$ cat src/rtl/aes_pkg.sv
// ---------------------------------------------------------------------------
// aes_pkg
// Shared helpers for the Rijndael ShiftRows datapath.
//   nb_legal(nb)       : 1 when nb is a supported column count (4, 6 or 8)
//   shift_off(r, nb)   : left-rotate amount applied to state row r
//   byte_idx(row, col) : flat byte index k of a state element (k = 4*col + row)
// ---------------------------------------------------------------------------
package aes_pkg;

  localparam int ROWS = 4;

  function automatic bit nb_legal(input int nb);
    return (nb == 4) || (nb == 6) || (nb == 8);
  endfunction

  // Rows 2 and 3 rotate further for 256-bit blocks.
  function automatic int shift_off(input int r, input int nb);
    case (r)
      0:       return 0;
      1:       return 1;
      2:       return (nb == 8) ? 3 : 2;
      default: return (nb == 8) ? 4 : 3;
    endcase
  endfunction

  function automatic int byte_idx(input int row, input int col);
    return ROWS * col + row;
  endfunction

endpackage

$ cat src/rtl/aes_shift_rows_perm.sv
// ---------------------------------------------------------------------------
// aes_shift_rows_perm
// Pure combinational ShiftRows / InvShiftRows byte permutation.
//   din  : input state, byte k = bits [8k+7:8k], row = k mod 4, col = k div 4
//   inv  : 0 = forward ShiftRows, 1 = InvShiftRows
//   dout : permuted state, same byte layout
// ---------------------------------------------------------------------------
module aes_shift_rows_perm
  import aes_pkg::*;
#(
  parameter int NB = 4
) (
  input  logic [32*NB-1:0] din,
  input  logic             inv,
  output logic [32*NB-1:0] dout
);

  if (!nb_legal(NB)) begin : g_bad_nb
    $error("aes_shift_rows_perm: NB must be 4, 6 or 8");
  end

  // Every output byte is a fixed wire from one of two source bytes, so the
  // whole permutation reduces to a 2:1 mux per byte selected by inv.
  for (genvar r = 0; r < ROWS; r++) begin : g_row
    for (genvar c = 0; c < NB; c++) begin : g_col
      localparam int S     = shift_off(r, NB);
      localparam int K_OUT = byte_idx(r, c);
      localparam int K_FWD = byte_idx(r, (c + S) % NB);
      localparam int K_INV = byte_idx(r, (c - S + NB) % NB);

      assign dout[8*K_OUT +: 8] = inv ? din[8*K_INV +: 8] : din[8*K_FWD +: 8];
    end
  end

endmodule

$ cat src/rtl/aes_shift_rows_pipe.sv
// ---------------------------------------------------------------------------
// aes_shift_rows_pipe
// ShiftRows stage with a 2-entry output FIFO and valid/ready handshakes.
// The permutation is applied before storage, so the buffer holds only the
// transformed state and its sideband tag.
//   clk, rst_n          : clock and synchronous active-low reset
//   in_valid/in_ready   : input handshake (in_ready = buffer not full)
//   in_data/in_inv/in_tag : state, direction select, sideband tag
//   out_valid/out_ready : output handshake
//   out_data/out_tag    : head entry of the buffer
//   occupancy           : number of buffered beats, 0..2
// ---------------------------------------------------------------------------
module aes_shift_rows_pipe
  import aes_pkg::*;
#(
  parameter int NB    = 4,
  parameter int TAG_W = 4
) (
  input  logic               clk,
  input  logic               rst_n,
  input  logic               in_valid,
  output logic               in_ready,
  input  logic [32*NB-1:0]   in_data,
  input  logic               in_inv,
  input  logic [TAG_W-1:0]   in_tag,
  output logic               out_valid,
  input  logic               out_ready,
  output logic [32*NB-1:0]   out_data,
  output logic [TAG_W-1:0]   out_tag,
  output logic [1:0]         occupancy
);

  localparam int DW    = 32 * NB;
  localparam int DEPTH = 2;

  logic [DW-1:0]    perm_data;

  logic [DW-1:0]    data_q [DEPTH];
  logic [DW-1:0]    data_d [DEPTH];
  logic [TAG_W-1:0] tag_q  [DEPTH];
  logic [TAG_W-1:0] tag_d  [DEPTH];
  logic             wr_ptr_q, wr_ptr_d;
  logic             rd_ptr_q, rd_ptr_d;
  logic [1:0]       count_q, count_d;

  logic             push;
  logic             pop;

  aes_shift_rows_perm #(.NB(NB)) u_perm (
    .din  (in_data),
    .inv  (in_inv),
    .dout (perm_data)
  );

  // Both handshake outputs depend only on the registered count, which keeps
  // out_ready from reaching in_ready combinationally.
  assign in_ready  = (count_q < 2'd2);
  assign out_valid = (count_q != 2'd0);
  assign push      = in_valid & in_ready;
  assign pop       = out_valid & out_ready;

  assign out_data  = data_q[rd_ptr_q];
  assign out_tag   = tag_q[rd_ptr_q];
  assign occupancy = count_q;

  always_comb begin
    data_d   = data_q;
    tag_d    = tag_q;
    wr_ptr_d = wr_ptr_q;
    rd_ptr_d = rd_ptr_q;
    count_d  = count_q;

    if (push) begin
      data_d[wr_ptr_q] = perm_data;
      tag_d[wr_ptr_q]  = in_tag;
      wr_ptr_d         = ~wr_ptr_q;
    end

    if (pop) begin
      rd_ptr_d = ~rd_ptr_q;
    end

    // Simultaneous push and pop leaves the count unchanged.
    case ({push, pop})
      2'b10:   count_d = count_q + 2'd1;
      2'b01:   count_d = count_q - 2'd1;
      default: count_d = count_q;
    endcase
  end

  always_ff @(posedge clk) begin
    if (!rst_n) begin
      for (int i = 0; i < DEPTH; i++) begin
        data_q[i] <= '0;
        tag_q[i]  <= '0;
      end
      wr_ptr_q <= 1'b0;
      rd_ptr_q <= 1'b0;
      count_q  <= 2'd0;
    end else begin
      data_q   <= data_d;
      tag_q    <= tag_d;
      wr_ptr_q <= wr_ptr_d;
      rd_ptr_q <= rd_ptr_d;
      count_q  <= count_d;
    end
  end

endmodule

$ cat config.mk
export PLATFORM = sky130hd
export DESIGN_NAME = aes_shift_rows_pipe
export DESIGN_NICKNAME = d
export VERILOG_FILES = /design/src/rtl/aes_pkg.sv /design/src/rtl/aes_shift_rows_perm.sv /design/src/rtl/aes_shift_rows_pipe.sv
export SDC_FILE = /design/constraint.sdc
export NUM_CORES = 1
export LEC_CHECK = 0
export ABC_AREA = 0
export CORE_AREA = 2 2 158 160
export DETAILED_ROUTE_END_ITERATION = 8
export DIE_AREA = 0 0 160 162
export DONT_BUFFER_PORTS = 1
export PLACE_DENSITY = 0.7
export RECOVER_POWER = 25
export SETUP_SLACK_MARGIN = 0.02
export SYNTH_ARGS = -nofsm -noshare
export SYNTH_HDL_FRONTEND = slang
export SYNTH_SLANG_ARGS = --single-unit
$ cat constraint.sdc
create_clock -name clk -period 4.15 [get_ports clk]
set_input_delay 0.415 -clock clk [delete_from_list [all_inputs] [get_ports clk]]
set_output_delay 0.415 -clock clk [all_outputs]
set_load 0.01 [all_outputs]
==> summary.md, run 1 <==
| Metric | Value |
|---|---|
| Slew headroom | `-0.680` |
| Hold_buf cts | `63` |
| Die Wd | `160 um` |
| Switching pwr | `2.40 mW` |
| Max clock buf depth | `3` |
| Post-Route WL | `30400 um` |
| First-pass GRT wire length | `47600 um` |
| Setup TNS | `0 ns` |
| H-tree lvl count | `1` |
| Number of port buffers | `0` |
| Post-synth cell types | `26` |
| Post-Syn Area per Cell | `9.51 um^2` |
| PwrDens | `568 nW/um^2` |
| Die H | `162 um` |
| Critical path class | `flip-flop to flip-flop` |
| Clock-pin slew on the worst setup and hold paths | `0.06 ns` |
| Synth Flop Type | `dfxtp_1` |
| Yosys warning count | `0` |
| Syn nets | `1396` |
| Fin nets | `1393` |
| Worst path max stage delay | `1.81 ns` |
| Register area | `5370 um^2` |
| Gr ovfl total | `0` |
| Largest delay share family, worst path | `buffers and inverters` |
| Crit start category | `flip-flop` |
| Worst endpoint required time | `4.57 ns` |
| Slew @ Worst Pin | `2.52 ns` |
| Post-CTS Setup Inserts | `0` |
| Post-route cell area | `13600 um^2` |
| Synth async-reset ratio | `0` |
| CP cell instances | `nor3b_4 > clkbuf_1 > nand2_1 > o211a_1` |
| Total number of vias | `8915` |
| Clk_skew | `0.0159 ns` |
| Sequential share of power | `0.432` |
| Num rows | `57` |
| Crit end category | `flip-flop` |
| Buf/Inv on CP | `1` |
| RSZ-0062 raised after global routing | `no` |
| Max Cap Viol | `2` |
| Syn Inst Count | `1258` |
| PostCTS Resize Cnt | `0` |
| Placed cell area | `12000 um^2` |
| Syn Std Cell Area | `12000 um^2` |
| Largest net degree at the start of global routing | `269` |
| Root buf cell | `clkbuf_16` |
| Wirelength per Cell | `19.0 um` |
| Die area | `25900 um^2` |
| CTS buffer count | `28` |
| Post-synth EDFFs | `0` |
| Combinational share of power | `0.245` |
| Clk sinks | `268` |
| Fin crit period | `3.15 ns` |
| Final period util | `0.760` |
| Final setup vio count | `0` |
| Failing checks | `max-capacitance violations, max-slew violations` |
| Footprint of the multi-input gates | `6080 um^2` |
| DP Wirelength | `19300 um` |
| Initial Util | `0.496` |
| Layout cell share with drive strength beyond 1 | `0.151` |
| Static Leak | `6.42 nW` |
| Data arrival time of the critical path | `3.57 ns` |
| Fin. Hold Viols | `0` |
| GPL Wtd Cong | `0.868` |
| Max stage delay cell, worst path | `clkbuf_1` |
| Fmax | `317 MHz` |
| Drt first pass iters | `4` |
| Initial antenna violation count | `0` |
| Sequential element share of the synthesized area | `0.448` |
| Synthesized flop and latch total | `268` |
| Layout area overhead | `13.3%` |
| TritonCTS clock tree | `yes` |
| Worst-skew pair later-pin latency | `0.54 ns` |
| FILL cells | `2140` |
| Vias per Instance | `5.58` |
| Core region area | `24100 um^2` |
| Vias in the first global route | `8634` |
| Global Route Usage Sum | `0.226` |
| Antenna cells | `0` |
| Worst hold path class | `input pin to flip-flop` |
| Slew Limit Fails | `126` |
| I/O Pins | `273` |
| Maximum VDD drop | `0.408 mV` |
| Iter 0 DRT Violations | `515` |
| Net Sw Frac | `0.313` |
| Outcome | `finished with violations` |
| Clock network fraction of total power | `0.323` |
| Internal power | `5.29 mW` |
| Routed Antenna Nets | `0` |
| Drt drc | `0` |
| Worst-path fanout max | `59` |
layout by cell type (no fill, tap or decap):
cell type,count
inv_1,1
buf_12,2
and3b_4,1
nand2b_1,1
and2_1,1
dfxtp_1,267
dlygate4sd3_1,67
clkbuf_8,9
clkinv_2,4
or3b_2,1
o21ai_0,1
or2_2,1
clkbuf_2,2
ha_1,1
clkinv_8,1
a21boi_0,129
a21boi_2,1
buf_4,6
nor3b_4,1
nor2b_1,1
o211a_1,128
mux2i_1,64
or3_1,1
clkbuf_1,7
dfxtp_4,1
bufinv_16,1
xnor2_1,3
clkinv_4,1
o21a_1,1
a21boi_1,8
clkbuf_16,28
nand2_1,401
mux2_2,132
nand3b_1,1
per-stage QoR:
stage / hold WS [ns] / setup WS (ns) / utilization / cells / power, mW
final: 0.0204 / 0.997 / 0.562 / 1599 / 7.69
after global routing: -0.00404 / 0.657 / 0.562 / 1599 / 8.09
after CTS: 0.0000809 / 1.23 / 0.561 / 1595 / 7.74
after detailed placement: 0.443 / 1.82 / 0.497 / 1482 / 5.20
after global placement: 0.437 / 1.85 / 0.497 / 1482 / 5.15
after floorplan: 0.432 / 2.46 / - / 1258 / 4.85
power groups by stage:
stage	sequential (mW)	combinational, mW	clock (mW)
after floorplan	3.17	1.68	0
after global placement	3.38	1.78	0
after detailed placement	3.38	1.83	0
after CTS	3.32	1.89	2.53
after global routing	3.38	2.06	2.66
final	3.32	1.89	2.48
logic make-up (layout without fill, tap and decap cells):
kind of cell    count (synthesis)  after routing  synth area share
simple gates                  410            410             0.132
fa+ha+maj                       1              1           0.00105
xor+xnor                        3              3           0.00220
buf+inv                       112            129            0.0436
flops                         268            268             0.448
compound gates                268            268             0.195
mux                           196            196             0.178
final cells by class:
cell class | instances | share of cell area
Clock buffer | 43 | 0.0625
Clock inverter | 7 | 0.00554
Inverter | 1 | 0.000277
Multi-Input combinational cell | 878 | 0.449
Sequential cell | 268 | 0.396
Tap cell | 324 | 0.0299
Timing Repair Buffer | 78 | 0.0568
routing by layer:
| layer | track usage | up-vias | wire (um) |
|---|---|---|---|
| met2 | 0.387 | 269 | 14600 |
| met1 | 0.268 | 4276 | 12200 |
| met4 | 0.0962 | 0 | 1280 |
| li1 | - | 4306 | - |
| met3 | 0.0600 | 64 | 2260 |
| met5 | 0 | - | 0 |
path summary, 6_finish.rpt:
kind / from / endpoint / slack [ns] / cells after the start
min: in_data[4] / data_q[4] / 0.02 / 2
max reg2reg: occupancy[1] / data_q[204] / 1.0 / 4
min reg2reg: data_q[103] / data_q[103] / 0.46 / 2
max: occupancy[1] / data_q[204] / 1.0 / 4
sequential cells by signal, indices dropped and copies added, names as in the netlist:
register,count
data_q,256
occupancy,2
rd_ptr_q,1
wr_ptr_q,1
tag_q,8
synthesized netlist by cell type (2+ instances only):
master / count / area (um^2)
nand2_1: 401 / 1510
dfxtp_1: 268 / 5370
mux2_2: 132 / 1490
o211a_1: 128 / 1280
a21boi_0: 120 / 901
mux2i_1: 64 / 641
buf_2: 60 / 300
clkbuf_1: 46 / 173
a21boi_1: 17 / 128
buf_4: 3 / 22.5
xnor2_1: 3 / 26.3
buf_6: 2 / 22.5
Power figures use the tool's default switching activity.
==> run 2, diff against run 1 <==
==> constraint.sdc (replaced) <==
create_clock -name clk -period 3 [get_ports clk]
set_input_delay 0.3 -clock clk [delete_from_list [all_inputs] [get_ports clk]]
set_output_delay 0.3 -clock clk [all_outputs]
set_load 0.01 [all_outputs]
==> run 2 against run 1 <==
Net effect: highest routed layer unchanged; cell area rose by 8.1%; sequential power rose by 35%; die area did not move; the run now ends clean.
==> summary.md, run 2 (same netlist as run 1, synthesis figures left out) <==
| Metric | Value |
|---|---|
| Post-layout worst setup margin | `0.351 ns (was 0.997 ns)` |
| RSZ-0062 raised after global routing | `no (unchanged)` |
| Worst reg-to-reg path cell count | `4 (unchanged)` |
| Layout area overhead | `22.4% (was 13.3%)` |
| Largest net degree at the start of global routing | `172 (was 269)` |
| Antenna cells | `0 (unchanged)` |
| Die H | `162 um (unchanged)` |
| Max Cap Viol | `0 (was 2)` |
| Maximum VDD drop | `0.673 mV (was 0.408 mV)` |
| I/O Pins | `273 (unchanged)` |
| Fmax | `377 MHz (was 317 MHz)` |
| Clk_skew | `0.0125 ns (was 0.0159 ns)` |
| Fin nets | `1499 (was 1393)` |
| Max stage delay cell, worst path | `buf_2 (was clkbuf_1)` |
| Setup TNS | `0 ns (unchanged)` |
| Initial Util | `0.496 (unchanged)` |
| TritonCTS clock tree | `yes (unchanged)` |
| Hold depth | `3 (was 2)` |
| Clk sinks | `268 (unchanged)` |
| Wirelength per Cell | `18.7 um (was 19.0 um)` |
| Internal power | `7.53 mW (was 5.29 mW)` |
| Crit start category | `flip-flop (unchanged)` |
| Worst path max stage delay | `1.06 ns (was 1.81 ns)` |
| Num rows | `57 (unchanged)` |
| GPL Wtd Cong | `0.784 (was 0.868)` |
| PostCTS Resize Cnt | `0 (unchanged)` |
| Worst-skew pair later-pin latency | `0.55 ns (was 0.54 ns)` |
| Gr ovfl total | `0 (unchanged)` |
| Worst endpoint required time | `3.44 ns (was 4.57 ns)` |
| Clock network fraction of total power | `0.319 (was 0.323)` |
| Switching pwr | `3.53 mW (was 2.40 mW)` |
| Most common cell after layout, fill and taps aside | `nand2_1 (unchanged)` |
| Post-Route WL | `32000 um (was 30400 um)` |
| CP cell instances | `nor3b_4 > buf_2 > nand2_1 > o211a_1 (was nor3b_4 > clkbuf_1 > nand2_1 > o211a_1)` |
| H-tree lvl count | `1 (unchanged)` |
| Data arrival time of the critical path | `3.08 ns (was 3.57 ns)` |
| Root buf cell | `clkbuf_16 (unchanged)` |
| Drt drc | `0 (unchanged)` |
| Fin crit period | `2.65 ns (was 3.15 ns)` |
| Placed Cells | `1485 (was 1482)` |
| Slew Limit Fails | `0 (was 126)` |
| Global Route Usage Sum | `0.238 (was 0.226)` |
| Layout cell share with drive strength beyond 1 | `0.144 (was 0.151)` |
| Most frequent cells in the layout | `nand2_1, dfxtp_1, dlygate4sd3_1 (was nand2_1, dfxtp_1, mux2_2)` |
| Static Leak | `7.12 nW (was 6.42 nW)` |
| Total number of vias | `9428 (was 8915)` |
| Final core utilization | `0.608 (was 0.562)` |
| Net Sw Frac | `0.319 (was 0.313)` |
| Die Wd | `160 um (unchanged)` |
| Max clock buf depth | `3 (unchanged)` |
| Slew headroom | `0.162 (was -0.680)` |
| Core region area | `24100 um^2 (unchanged)` |
| Final setup vio count | `0 (unchanged)` |
| Vias in the first global route | `9483 (was 8634)` |
| Final period util | `0.883 (was 0.760)` |
| Iter 0 DRT Violations | `626 (was 515)` |
| Crit end category | `flip-flop (unchanged)` |
| Die area | `25900 um^2 (unchanged)` |
| Fin. Hold Viols | `0 (unchanged)` |
| Max reg flops | `256 (unchanged)` |
| CTS buffer count | `30 (was 28)` |
| Clock-pin slew on the worst setup and hold paths | `0.06 ns (about the same)` |
| Post-placement setup slack | `1.01 ns (was 1.82 ns)` |
| Worst hold path class | `input pin to flip-flop (unchanged)` |
| Critical path class | `flip-flop to flip-flop (unchanged)` |
| Sequential share of power | `0.406 (was 0.432)` |
| Drt first pass iters | `5 (was 4)` |
| Outcome | `finished clean (was finished with violations)` |
| Worst-path fanout max | `70 (was 59)` |
| Initial antenna violation count | `0 (unchanged)` |
| Slew @ Worst Pin | `1.26 ns (was 2.52 ns)` |
| DP Wirelength | `18500 um (was 19300 um)` |
| Number of port buffers | `0 (unchanged)` |
| First-pass GRT wire length | `50500 um (was 47600 um)` |
| Combinational share of power | `0.275 (was 0.245)` |
| Worst hold margin | `0.0277 ns (was 0.0204 ns)` |
| Post-Layout Cell Count | `1708 (was 1599)` |
| Most flops, register | `data_q (unchanged)` |
| Vias per Instance | `5.52 (was 5.58)` |
| PwrDens | `755 nW/um^2 (was 568 nW/um^2)` |
| Routed Antenna Nets | `0 (unchanged)` |
## run 2: final cells by class
cell class | count | area (um^2)
fill | 2017 | 9450
multi-input combinational | 878 | 6080
sequential | 268 | 5370
clock inverter | 13 | 103
timing repair buffer | 182 | 1840
tap | 324 | 405
inverter | 1 | 3.75
clock buffer | 42 | 846
## run 2: through the flow
step / instance area, um^2 / power, mW
finish: 14700 / 11.1
global route: 14700 / 11.6
CTS: 14700 / 11.1
detailed placement: 12000 / 7.28
global placement: 12000 / 7.22
floorplan: 12000 / 6.71
## run 2: worst max-delay path, delay by kind of cell, from the launching register on
kind	cells	cell delay (ns)
buffers and inverters	1	1.06
and+or+nand+nor	2	0.80
DFF	1	0.45
AOI/OAI and AO/OA	1	0.19
## run 2: repair_timing
action / 4_1_cts / 5_1_grt
endpoints found under the hold margin: 268 / 0
endpoints found under the setup margin: 0 / 0
buffers inserted: 0 / 0
hold buffers: 168 / 0
## run 2: final timing paths
path / start / end / slack [ns]
setup / recovery: occupancy[1] / data_q[169] / 0.35
hold / removal: in_data[94] / data_q[62] / 0.03
setup reg to reg: occupancy[1] / data_q[169] / 0.35
hold reg to reg: data_q[34] / data_q[34] / 0.46
## run 2: power by group through the flow
| stage | Combinational (mW) | Sequential, mW | Clock (mW) |
|---|---|---|---|
| floorplan | 2.33 | 4.39 | 0 |
| global placement | 2.68 | 4.54 | 0 |
| detailed placement | 2.72 | 4.56 | 0 |
| CTS | 3.05 | 4.49 | 3.60 |
| global route | 3.29 | 4.57 | 3.75 |
| finish | 3.04 | 4.49 | 3.53 |
## run 2: metal layers
layer,routed length (um),global-route usage,up-vias
li1,-,-,4539
met4,1240,0.0901,0
met5,0,0,-
met2,15800,0.427,283
met1,12700,0.269,4526
met3,2360,0.0702,80
